<file path="src/rtl/display_pkg.sv">
// Shared types and constants for the 2-digit multiplexed 7-segment scan display.
package display_pkg;

   typedef enum logic [2:0] {
      S_OFF  = 3'd0,
      S_ONES = 3'd1,
      S_GAP0 = 3'd2,
      S_TENS = 3'd3,
      S_GAP1 = 3'd4
   } state_t;

   // Active-low segment patterns, bit order {g,f,e,d,c,b,a}
   localparam logic [6:0] SEG_BLANK = 7'h7F;
   localparam logic [6:0] SEG_0     = 7'b1000000;
   localparam logic [6:0] SEG_1     = 7'b1111001;
   localparam logic [6:0] SEG_2     = 7'b0100100;
   localparam logic [6:0] SEG_3     = 7'b0110000;
   localparam logic [6:0] SEG_4     = 7'b0011001;
   localparam logic [6:0] SEG_5     = 7'b0010010;
   localparam logic [6:0] SEG_6     = 7'b0000010;
   localparam logic [6:0] SEG_7     = 7'b1111000;
   localparam logic [6:0] SEG_8     = 7'b0000000;
   localparam logic [6:0] SEG_9     = 7'b0010000;

   // Active-low digit enables: an[0]=ones, an[1]=tens
   localparam logic [1:0] AN_OFF  = 2'b11;
   localparam logic [1:0] AN_ONES = 2'b10;
   localparam logic [1:0] AN_TENS = 2'b01;

   typedef struct packed {
      logic [1:0] an;
      logic [6:0] seg;
   } disp_out_t;

   localparam disp_out_t DISP_DARK = '{an: AN_OFF, seg: SEG_BLANK};

endpackage

</file>
<file path="src/rtl/count_display_scan_if.sv">
// Counter-to-display bus: count value in, multiplexed segment/anode drive out.
interface count_display_scan_if;

   logic [3:0] count_in;
   logic [6:0] seg;
   logic [1:0] an;

   modport master (
      output count_in,
      input  seg,
      input  an
   );

   modport slave (
      input  count_in,
      output seg,
      output an
   );

endinterface

</file>
<file path="src/rtl/seg7_decoder.sv">
// Combinational BCD digit to active-low 7-segment pattern; codes above 9 go dark.
module seg7_decoder
   import display_pkg::*;
(
   input  logic [3:0] digit,
   output logic [6:0] seg
);

   always_comb begin
      seg = SEG_BLANK;
      case (digit)
         4'd0:    seg = SEG_0;
         4'd1:    seg = SEG_1;
         4'd2:    seg = SEG_2;
         4'd3:    seg = SEG_3;
         4'd4:    seg = SEG_4;
         4'd5:    seg = SEG_5;
         4'd6:    seg = SEG_6;
         4'd7:    seg = SEG_7;
         4'd8:    seg = SEG_8;
         4'd9:    seg = SEG_9;
         default: seg = SEG_BLANK;
      endcase
   end

endmodule

</file>
<file path="src/rtl/count_display_scan.sv">
// Scans a 4-bit count onto a 2-digit common-anode display with dark gaps between digits.
// Optional macro LEADING_ZERO_BLANK_EN darkens the tens digit when it is zero.
module count_display_scan
   import display_pkg::*;
#(
   parameter int unsigned REFRESH_DIV = 50000,
   parameter int unsigned GAP_CYCLES  = 2
)(
   input  logic               clk,
   input  logic               rst,
   count_display_scan_if.slave bus
);

   localparam int unsigned MAX_DUR = (REFRESH_DIV > GAP_CYCLES) ? REFRESH_DIV : GAP_CYCLES;
   localparam int unsigned CNT_W   = (MAX_DUR < 2) ? 1 : $clog2(MAX_DUR);
   localparam logic [CNT_W-1:0] LAST_DIGIT = CNT_W'(REFRESH_DIV - 1);
   localparam logic [CNT_W-1:0] LAST_GAP   = CNT_W'(GAP_CYCLES - 1);

   state_t           state;
   state_t           state_next;
   logic [CNT_W-1:0] div_cnt;
   logic [3:0]       disp_val;
   logic             snap_en;
   logic [3:0]       tens;
   logic [3:0]       ones;
   logic [3:0]       digit;
   logic [6:0]       digit_seg;
   disp_out_t        out_q;
   disp_out_t        out_next;

   always_ff @(posedge clk) begin
      if (rst) state <= S_OFF;
      else     state <= state_next;
   end

   // Scan sequencing; a snapshot is taken on every entry into the ones phase
   always_comb begin
      state_next = state;
      snap_en    = 1'b0;
      case (state)
         S_OFF:  state_next = S_ONES;
         S_ONES: if (div_cnt == LAST_DIGIT) state_next = S_GAP0;
         S_GAP0: if (div_cnt == LAST_GAP)   state_next = S_TENS;
         S_TENS: if (div_cnt == LAST_DIGIT) state_next = S_GAP1;
         S_GAP1: if (div_cnt == LAST_GAP)   state_next = S_ONES;
         default: state_next = S_OFF;
      endcase
      if ((state_next == S_ONES) && (state != S_ONES)) snap_en = 1'b1;
   end

   always_ff @(posedge clk) begin
      if (rst)                       div_cnt <= '0;
      else if (state_next != state)  div_cnt <= '0;
      else                           div_cnt <= div_cnt + CNT_W'(1);
   end

   always_ff @(posedge clk) begin
      if (rst)          disp_val <= 4'd0;
      else if (snap_en) disp_val <= bus.count_in;
   end

   assign tens  = (disp_val >= 4'd10) ? 4'd1 : 4'd0;
   assign ones  = (tens != 4'd0) ? (disp_val - 4'd10) : disp_val;
   assign digit = (state == S_TENS) ? tens : ones;

   seg7_decoder u_dec (
      .digit (digit),
      .seg   (digit_seg)
   );

   // Drive selection for the current phase; registered below so pins lag state by one cycle
   always_comb begin
      out_next = DISP_DARK;
      case (state)
         S_ONES: out_next = '{an: AN_ONES, seg: digit_seg};
         S_TENS: begin
`ifdef LEADING_ZERO_BLANK_EN
            if (tens != 4'd0) out_next = '{an: AN_TENS, seg: digit_seg};
`else
            out_next = '{an: AN_TENS, seg: digit_seg};
`endif
         end
         default: out_next = DISP_DARK;
      endcase
   end

   always_ff @(posedge clk) begin
      if (rst) out_q <= DISP_DARK;
      else     out_q <= out_next;
   end

   assign bus.seg = out_q.seg;
   assign bus.an  = out_q.an;

endmodule

</file>
<file path="src/flat_wrapper.sv">
// flat-port wrapper written by rule: the top's interface ports become plain ports
module count_display_scan_flat import display_pkg::*;
#(
   parameter int unsigned REFRESH_DIV = 50000,
   parameter int unsigned GAP_CYCLES  = 2
)
  (clk, rst, bus_count_in, bus_seg, bus_an);
  count_display_scan_if bus_i ();
  input  logic clk;
  input  logic rst;
  input wire logic [$bits(bus_i.count_in)-1:0] bus_count_in;
  output wire logic [$bits(bus_i.seg)-1:0] bus_seg;
  output wire logic [$bits(bus_i.an)-1:0] bus_an;
  assign bus_i.count_in = bus_count_in;
  assign bus_seg = bus_i.seg;
  assign bus_an = bus_i.an;
  count_display_scan #(.REFRESH_DIV(REFRESH_DIV), .GAP_CYCLES(GAP_CYCLES)) u_core (.clk(clk), .rst(rst), .bus(bus_i));
endmodule
</file>
<file path="config.mk">
export PLATFORM = sky130hd
export DESIGN_NAME = count_display_scan_flat
export DESIGN_NICKNAME = d
export VERILOG_FILES = /design/src/rtl/display_pkg.sv /design/src/rtl/count_display_scan_if.sv /design/src/rtl/seg7_decoder.sv /design/src/rtl/count_display_scan.sv /design/src/flat_wrapper.sv
export SDC_FILE = /design/constraint.sdc
export NUM_CORES = 1
export LEC_CHECK = 0
export CAP_MARGIN = 0
export CORE_MARGIN = 4
export CORE_UTILIZATION = 50
export CTS_BUF_LIST = sky130_fd_sc_hd__clkbuf_16
export DETAILED_ROUTE_END_ITERATION = 7
export GPL_TIMING_DRIVEN = 0
export PLACE_DENSITY_LB_ADDON = 0.05
export SETUP_SLACK_MARGIN = 0.2
export SLEW_MARGIN = 30
export SYNTH_ARGS = -nofsm -noshare
export SYNTH_HDL_FRONTEND = slang
export SYNTH_SLANG_ARGS = --single-unit
</file>
<file path="constraint.sdc">
create_clock -name clk -period 3.95 [get_ports clk]
set_clock_uncertainty 0.2 [all_clocks]
set_input_delay 0.395 -clock clk [delete_from_list [all_inputs] [get_ports clk]]
set_output_delay 0.395 -clock clk [all_outputs]
set_load 0.02 [all_outputs]
</file>
# Yosys cells after proc, flatten, opt, wreduce, memory -nomap -nowiden
# Memories as Yosys holds them, arrays and structs flattened.
# Cells that the tools add are included.
[word_totals]
in_bits = 6
rom_bits = 112
regBits = 32
memories = 1
[memory_table]
columns = ["name", "words", "width", "rd", "rd_clocked_by_memory_dff", "write_ports", "line_no", "text"]
rows = [
  ["(no name shown)", 16, 7, 1, 0, 0, "seg7_decoder.sv:11", "case (digit)"],
]
[op_classes]
add_sub_neg = 2
order_cmp = 1
n_mux = 10
n_reduce_logical = 4
n_eq_ne = 9
[ops]
columns = ["operator", "count"]
rows = [
  ["case mux 9 bit (2 select lines)", 1],
  ["adder 16 x 1 -> 16 bit, second input constant", 1],
  ["== test 16 x 1 -> 1 bit, second input constant", 1],
  ["== test 16 bit, second input constant", 1],
  ["case mux 3 bit (5 select lines)", 1],
  ["two-way mux 3 bit", 4],
  ["two-way mux 4 bit", 2],
  ["== test 3 x 1 -> 1 bit, second input constant", 2],
  ["== test 3 x 2 -> 1 bit, second input constant", 2],
  [">= comparator 4 bit, second input constant", 1],
  ["nonzero test 4 bit", 1],
  ["subtractor 4 bit, second input constant", 1],
  ["== test 3 bit, second input constant", 1],
  ["zero test 3 bit", 1],
  ["!= test 3 x 1 -> 1 bit, second input constant", 1],
  ["!= test 3 bit", 1],
  ["two-way mux 1 bit", 2],
  ["OR reduction 2 bit", 1],
  ["logical AND 1 bit", 1],
]

# Logic depth before layout (Yosys ltp)
# Gate-level depths: netlist of the first run.
# An unclocked memory read counts as a cell.
[logic_depth]
ltp_word = 7
depth_mapped = 10
ltp_nobuf = 9

# Cells and area by module
# A second synthesis of the first run with hierarchy kept.
[unflattened]
hier_cells = 194
hier_area_um2 = 1681.6
[modules_own_cells]
columns = ["mod", "area_each_um2", "cells_per_inst", "n_inst"]
rows = [
  ["count_display_scan", 1471.4, 161, 1],
  ["seg7_decoder", 210.2, 33, 1],
]

# Worst setup path after synthesis of the first run
# Ideal clock, no wire load.
[synth_timing]
path_type = "reg-to-reg"
startpoint = "register u_core.state[0]"
endpoint = "register u_core.out_q (netlist bit u_core.bus.seg[0])"
path_slack_ps = 1726
period_less_slack_ps = 2224
setup_ps = 138
stages_incl_launch_ff = 11
t_arrival_ps = 1886
cell_sequence = "dfxtp_1 -> buf_2 -> and3b_1 -> buf_2 -> mux2i_1 -> inv_1 -> ha_1 -> inv_1 -> a31oi_1 -> a2111oi_1 -> a21oi_1"
[synth_between]
elab_chain_len = 4
word_cells_on_any_way = 5
[synth_rtl]
columns = ["item", "line_no", "text"]
rows = [
  ["start, declared", "count_display_scan.sv:19", "state_t state;"],
  ["start signal, assigned", "count_display_scan.sv:33", "else state <= state_next;"],
  ["== test 3 x 2 -> 1 bit", "count_display_scan.sv:64, count_display_scan.sv:74", ""],
  ["two-way mux 4 bit", "count_display_scan.sv:64", "assign digit = (state == S_TENS) ? tens : ones;"],
  ["memory read (16 x 7 bit)", "--", ""],
  ["case mux 9 bit (2 select lines) (*)", "count_display_scan.sv:74", "case (state)"],
  ["end signal, assigned", "count_display_scan.sv:89", "else out_q <= out_next;"],
  ["end, declared", "count_display_scan.sv:28", "disp_out_t out_q;"],
]
# Every way passes the cells marked *; elsewhere a longest branch is shown, timed or not.
# A chain may end at the register's enable or synchronous reset.

# Worst setup path after layout of the first run
[layout_timing]
startpoint = "register u_core.state[0]"
endpoint = "register u_core.out_q (netlist bit u_core.bus.seg[3])"
# Same word-level chain as after synthesis.

==> flow_results.org, run 1 <==
** Final layout
- Across the whole layout, storage elements account for around 640 um^2.
- Area occupied by multi-input gates :: roughly 1100 um^2
- 0 antenna diodes ended up in the layout.
- Fraction of layout cells with a size suffix above 1 :: 0.128
- Post-synthesis to final-layout area growth :: 20.2%
- The layout has roughly 270 filler cells.
- At the end of the flow, the number of nets in the layout was 233.

** Worst setup path
- The largest single stage delay on the critical path is between 0.4 and 0.5 ns.
- The worst register-to-register path has a depth of 10.
- Slowest cell on the critical path :: a2111oi_1
- In this run the worst path has a maximum fanout of 9.
- The worst setup path is launched from a flop.
- STA classifies the critical path endpoint as a flop.
- Worst EP arrival :: ~2.5 ns
- Register-to-Register Setup Slack :: 1.43 ns
- Worst reg2reg path endpoint :: u_core.bus.seg[3]$_SDFF_PP1_
- Chain of cells forming the critical path :: buf_2 -> and3b_1 -> buf_2 -> mux2i_1 -> inv_1 -> ha_1 -> inv_1 -> a31oi_1 -> a2111oi_1 -> a21oi_1
- The critical path in this run is classified as flop to flop.
- In this run the worst setup path begins at u_core.state[0]$_SDFF_PP0_.
- At the worst endpoint, the required time is 3.89 ns.
- The startpoint identified for the worst register-to-register timing path is u_core.state[0]$_SDFF_PP0_.
- Capturing element of the worst setup path :: u_core.bus.seg[3]$_SDFF_PP1_

** Die
- IO Count :: 15
- The die covers 4600 um^2.
- For this configuration, the core starts out at a cell density of 0.528.
- Std-Cell Core Area :: between 3000 and 4000 um^2
- The floorplan has 21 rows.
- The die is ~68 um wide.
- Die Span Y :: between 60 and 70 um

** Drt
- After detailed routing, the number of remaining DRC violations is 0.
- The first routing iteration left 87 violations.
- Mean number of vias per cell :: 5.58
- For this block, the routed nets add up to ~3600 um of wire.
- Dividing the detail-routed wire length by the instance count gives between 10 and 15 um.
- Detailed routing inserted a total of around 1500 vias.
- For this run, the detailed router's first-pass iteration total came to 4.
- Antenna Violating Nets Remaining :: 0

** Timing
- In the finished design, the share of the clock period the worst path needs comes to 0.638.
- Max-slew headroom :: 0.606
- Period minus WS final :: 2.52 ns
- For the pin with the worst max-slew slack, the measured transition is around 0.59 ns.
- Total negative setup slack :: 0 ns
- The final number of hold-violating endpoints came to 0.
- Highest achievable clock rate :: between 300 and 400 MHz
- Count of endpoints failing setup in the final report :: 0
- Post-route worst hold slack :: 0.281 ns
- Final Slew Violations :: 0
- Setup repair after global routing left no endpoint under its margin.

** Power and ir drop
- Power density normalized to cell area :: 408 nW/um^2
- Maximum ir drop on the vdd rail :: 238 uV
- Summed over all cells, the static leakage comes to approximately 0.84 nW.

** Yosys
- Summing every instance area after synthesis gives approximately 1800 um^2.
- For this run, the leading register cell type out of synthesis is dfxtp_1.
- Ys Warns :: 0
- dfxtp_1 is the most common cell in the netlist.
- Seq cells post-synth :: 32
- The synthesized netlist contains 47 unique library cells.
- Top cell type's share of synthesized area :: 0.358
- Counting flops with a built-in enable in the synthesized netlist gives 0.
- Post-synthesis async set-or-reset flop share :: 0
- Dividing the synthesized area by the synthesized cell count gives roughly 9.1 um^2.
- Dominant cell type by area after synthesis :: dfxtp_1
- Portion of the post-synthesis area used by sequential elements :: 0.358
- Post-Synthesis Net Count :: ~210
- Synthesized instance count :: 197
- Top cells by area, synth :: dfxtp_1 (36%), ha_1 (6.3%), a21oi_1 (5.6%), mux2i_1 (3.9%), xnor2_1 (3.4%)
- Most instantiated cells after synthesis :: dfxtp_1 (32), a21oi_1 (20), nor2_1 (12)

** Global route
- The number of antenna violations at the first check in global routing was 0.
- GRT Util Overall :: 0.181
- Pin count of the biggest net entering global routing :: 11
- First-pass GRT wire length :: 6280 um
- Number of global-route vias before repair :: around 1400
- Global routing finished with a remaining overflow of 0.

** Flow run
- Max_cap viols :: 0

** Placed design
- At the end of routability-driven placement, the weighted congestion stood at 0.851.
- The wire-length estimate of the detail-placed layout is between 2000 and 3000 um.
- Port bufs :: 14

** Worst hold path
- Worst Hold Class :: flop to flop

** CTS
- Count of clock tree sinks :: 32
- CTS Root Buffer Type :: clkbuf_16
- For the worst-skew pair, the clock arrives at the later sink with an insertion delay of around 0.27 ns.
- Count of hold buffers inserted by post-cts repair :: 0
- Post-CTS clock slew at the launch and capture registers of the worst setup and hold paths :: ~0.05 ns
- TritonCTS built the clock tree.
- Maximum clock path buffer count :: 2
- After clock tree synthesis, the repair step resized 0 gates.
- The number of clock buffers added by TritonCTS is 5.
- The H-tree was split into 2 levels.
- Post-CTS Setup Repair Bufs :: 0

** Status
- The flow ran to the end, and the final reports show no timing, DRC or antenna violations.
[critical path: cells and delay by family (launching register included)]
| kind | cells | cell delay [ns] |
|---|---|---|
| AO/OA/AOI/OAI | 3 | 0.60 |
| buffers and inverters | 4 | 0.48 |
| multiplexers | 1 | 0.45 |
| flip-flops | 1 | 0.30 |
| adder cells (fa/ha/maj) | 1 | 0.20 |
| AND/OR/NAND/NOR | 1 | 0.16 |
[where the power goes]
part           switching (mW)  total (mW)  internal, mW
Combinational          0.0620       0.111        0.0486
Clock                   0.132       0.426         0.293
Sequential            0.00575       0.341         0.335
[cells in the final DEF, fill, tap and decap left out, types with 2 or more instances in the layout]
master           synthesis  layout
dfxtp_1                 32      32
a21oi_1                 20      20
clkdlybuf4s50_1          0      14
nor2_1                  12      12
inv_1                    9      10
ha_1                     9       9
nand2_1                  8       8
nand2b_1                 8       8
mux2i_1                  7       7
nand3_1                  7       7
nor3_1                   7       7
xnor2_1                  7       7
buf_2                    6       6
nand4_1                  6       6
xor2_1                   6       6
o21ai_0                  5       5
clkbuf_16                0       5
and4_1                   4       4
a31oi_1                  3       3
clkbuf_1                 2       2
o21a_1                   2       2
or2_2                    2       2
nand3b_1                 2       2
o21bai_1                 2       2
and3_1                   2       2
a211o_1                  2       2
nor4_2                   2       2
nand4_2                  2       2
o31ai_1                  2       2
or3_1                    2       2
[cells by family after synthesis]
logic type,after synthesis,share of synthesized area
simple gates,71,0.254
compound gates,45,0.166
flops,32,0.358
buf+inv,19,0.0504
xor+xnor,13,0.0636
fa+ha+maj,9,0.0629
mux,8,0.0455
[worst min path at each step]
stage | start | to | slack [ns] | cells past startpoint
after global routing | u_core.disp_val[0]$_SDFFE_PP0P_ | u_core.disp_val[0]$_SDFFE_PP0P_ | 0.31 | 2
final | u_core.disp_val[0]$_SDFFE_PP0P_ | u_core.disp_val[0]$_SDFFE_PP0P_ | 0.28 | 2
after floorplan | u_core.disp_val[0]$_SDFFE_PP0P_ | u_core.disp_val[0]$_SDFFE_PP0P_ | 0.25 | 2
after CTS | u_core.disp_val[0]$_SDFFE_PP0P_ | u_core.disp_val[0]$_SDFFE_PP0P_ | 0.28 | 2
after global placement | u_core.disp_val[0]$_SDFFE_PP0P_ | u_core.disp_val[0]$_SDFFE_PP0P_ | 0.27 | 2
after detailed placement | u_core.disp_val[0]$_SDFFE_PP0P_ | u_core.disp_val[0]$_SDFFE_PP0P_ | 0.28 | 2
[layer usage]
layer  global-route usage  routed length (um)  up-vias
li1                     -                   -      754
met1                0.207                1560      683
met2                0.313                1790       31
met3               0.0394                 132       10
met4               0.0993                  80        0
met5                    0                   0        -
[cell type report]
class | instances | area share
Sequential cell | 32 | 0.298
Clock inverter | 3 | 0.0180
Clock buffer | 5 | 0.0582
Multi-Input combinational cell | 146 | 0.492
Buffer | 10 | 0.0262
Tap cell | 46 | 0.0268
Timing Repair Buffer | 14 | 0.0652
Inverter | 9 | 0.0157
[flip-flops by register name, summed over array words and instances (netlist names)]
signal	flops
u_core.bus.seg	7
u_core.div_cnt	16
u_core.bus.an	2
u_core.disp_val	4
u_core.state	3
[through the flow]
| stage | worst slack, ns | power (mW) | cell area, um^2 | utilization | instances |
|---|---|---|---|---|---|
| 2_1_floorplan | 1.73 | 0.422 | 1790 | - | 197 |
| 3_3_place_gp | 1.45 | 0.454 | 1990 | 0.586 | 257 |
| 3_5_place_dp | 1.41 | 0.458 | 1990 | 0.586 | 257 |
| 4_1_cts | 1.39 | 0.885 | 2150 | 0.635 | 265 |
| 5_1_grt | 1.12 | 0.912 | 2150 | 0.635 | 265 |
| 6_report | 1.43 | 0.877 | 2150 | 0.635 | 265 |
Power figures use the tool's default switching activity.
==> run 2, diff against run 1 <==
Clock period 3.95 ns to 2.2 ns, I/O delays scaled along.
==> flow_results.org, run 2 (synthesis results as in run 1) <==
** Final layout
- Leading cell types in the layout, fill and taps excluded :: dfxtp_1 (28), a21oi_1 (20), clkdlybuf4s50_1 (14)
- The final layout contains 246 nets.
- Fraction of layout cells with a size suffix above 1 :: 0.246
- Final core area utilization :: 0.708
- From synthesis to final layout, the design area changed by 34.2%.
- Leaving out fill and tap cells, the most frequent cell in the layout is dfxtp_1.
- Reg with most FFs :: u_core.div_cnt
- The number of antenna diodes in the final layout is 0.
- Number of flip-flops in the largest register :: 16

** Timing
- Setup violations remaining at the end of the flow were counted as 0.
- Slew of the pin with the lowest slew margin :: 0.515 ns
- Final Slew Violations :: 0
- Post-route fraction of the period consumed by the critical path :: 0.892
- Max-slew headroom :: 0.655
- Period minus WS final :: ~2.0 ns
- The final number of hold-violating endpoints is 0.
- Highest achievable clock rate :: between 500 and 600 MHz
- Setup slack of the critical path after layout :: 0.238 ns
- Setup repair after global routing could not meet its margin everywhere.

** Worst setup path
- The worst register-to-register path has a setup slack of about 0.24 ns.
- Crit path capture type :: flop
- On the critical path the largest part of the delay comes from compound AO/OA/AOI/OAI gates.
- Slowest cell on the critical path :: a211oi_2
- Traced cell by cell, the critical path runs through buf_6 -> inv_1 -> ha_1 -> a211oi_2 -> nor2_1 -> o211ai_1.
- Worst EP required :: between 2 and 2.5 ns
- Length in cells of the worst reg-to-reg path :: 6
- The endpoint identified for the worst register-to-register timing path is u_core.bus.seg[2]$_SDFF_PP1_.
- Startpoint type of the worst setup path :: flop
- In this run the critical register-to-register path is launched from u_core.disp_val[1]$_SDFFE_PP0P_.
- Buffer and inverter count on the worst path :: 2
- Worst EP arrival :: roughly 2.0 ns
- CP peak stage delay :: 0.49 ns
- Critical Path Fanout Max :: 5
- Critical setup path kind :: flop to flop

** Placed design
- Final GP Congestion :: 0.900
- At the placement stage, the worst setup path has a slack of -0.0729 ns.
- The HPWL after detailed placement is ~2600 um.
- During placement, the flow inserted port buffers numbering 14.

** Worst hold path
- Counting instances, the worst hold path has a depth of 1.
- The worst hold path terminates at u_core.div_cnt[0]$_SDFF_PP0_.
- Worst Hold Class :: flop to flop
- Start point of the worst hold path :: u_core.div_cnt[0]$_SDFF_PP0_

** Drt
- The count of nets left with antenna violations once routing finished came out at 0.
- Vias :: 1574
- Mean number of vias per cell :: about 5.7
- Wire length per cell after detailed routing :: around 15 um
- DRT Pass-1 Iters :: 4
- In the routed design, unresolved DRC markers number 0.
- Final Routed Wirelength :: about 4200 um
- The first routing iteration left approximately 170 violations.

** CTS
- TritonCTS created 5 clock buffers.
- Counting every sink on the clock net gives 32.
- H-tree depth :: 2
- In this run the deepest clock path goes through 2 buffers.
- TritonCTS built the clock tree.
- The cell sitting at the root of the clock tree is a clkbuf_16.
- After clock tree synthesis, the clock-pin slew on the worst setup and hold paths is around 0.050 ns.
- Later-pin clock latency in the skew report :: 0.27 ns

** Power and ir drop
- Of the total power, the share spent switching nets is 0.233.
- Share of power burned in the clock network :: 0.461
- Portion of total power attributed to sequential cells :: 0.376
- Total power for the finished layout comes to around 1.6 mW.
- Power density normalized to cell area :: 683 nW/um^2
- Maximum ir drop on the vdd rail :: ~600 uV
- Cell Int Power :: approximately 1.3 mW
- Leak Pwr :: 0.917 nW
- Reported net switching power :: approximately 380 uW
- The share of total power dissipated in combinational logic is 0.163.

** Flow run
- Max-cap violations in this run came to 0.

** Global route
- The first global-routing pass estimated between 6000 and 7000 um of wire.
- The number of antenna violations at the first check in global routing was 0.
- Number of global-route vias before repair :: 1445
- GRT Util Overall :: 0.192
- Summed over all layers, the global routing overflow is 0.
- Entering global routing, the biggest net connects 11 pins.

** Die
- For this configuration, the core starts out at a cell density of 0.528.
- The die is around 68 um wide.
- Std-Cell Core Area :: about 3400 um^2
- The die covers ~4600 um^2.
- Die Span Y :: between 60 and 70 um
- Rows :: 21
- In this run the count of I/O pins placed on the die edge is 15.

** Status
- Outcome :: completed
-- run 2: final cells by class --
| class | instances | area (um^2) |
|---|---|---|
| Clock buffer | 5 | 125 |
| Clock inverter | 3 | 37.5 |
| Sequential cell | 32 | 648 |
| Multi-Input combinational cell | 146 | 1180 |
| Inverter | 9 | 33.8 |
| Buffer | 10 | 78.8 |
| Timing Repair Buffer | 27 | 239 |
| Fill cell | 244 | 988 |
| Tap cell | 46 | 57.6 |
-- run 2: routing by layer --
metal,up-vias,wire length (um),global-route usage,part of all wire
li1,784,-,-,-
met1,741,1680,0.206,0.40
met2,40,2260,0.349,0.54
met3,9,146,0.0591,0.035
met4,0,71,0.0744,0.017
met5,-,0,0,0
-- run 2: per-stage QoR --
step	setup TNS [ns]	instances	hold slack (ns)	cell area, um^2
final	0	278	0.258	2400
after global routing	0	278	0.287	2400
after CTS	0	272	0.312	2270
after detailed placement	-0.156	257	0.302	2000
after global placement	0	257	0.288	2000
after floorplan	0	197	0.166	1810
-- run 2: worst max path at each step --
| stage | from | to | slack, ns | cells after the start |
|---|---|---|---|---|
| detailed placement | u_core.disp_val[2]$_SDFFE_PP0P_ | u_core.bus.seg[3]$_SDFF_PP1_ | -0.07 | 9 |
| global route | u_core.div_cnt[10]$_SDFF_PP0_ | u_core.div_cnt[14]$_SDFF_PP0_ | 0.13 | 5 |
| floorplan | u_core.state[0]$_SDFF_PP0_ | u_core.bus.seg[0]$_SDFF_PP1_ | 0.22 | 10 |
| CTS | u_core.div_cnt[0]$_SDFF_PP0_ | u_core.div_cnt[14]$_SDFF_PP0_ | 0.20 | 6 |
| finish | u_core.disp_val[1]$_SDFFE_PP0P_ | u_core.bus.seg[2]$_SDFF_PP1_ | 0.24 | 6 |
| global placement | u_core.disp_val[2]$_SDFFE_PP0P_ | u_core.bus.seg[0]$_SDFF_PP1_ | 0.05 | 9 |
-- run 2: what timing repair did --
item / 4_1_cts / 5_1_grt
endpoints found under the hold margin: 0 / 0
cloned: 0 / 1
setup endpoints to repair: 17 / 22
resized for setup: 15 / 21
pin swaps: 4 / 4
buffers inserted: 7 / 5
hold buffers: 0 / 0
-- run 2: power groups by stage --
stage / Combinational (mW) / Clock [mW] / Sequential, mW
2_1_floorplan: 0.124 / 0 / 0.638
3_3_place_gp: 0.196 / 0 / 0.624
3_5_place_dp: 0.201 / 0 / 0.624
4_1_cts: 0.226 / 0.772 / 0.613
5_1_grt: 0.290 / 0.803 / 0.618
6_report: 0.266 / 0.756 / 0.617
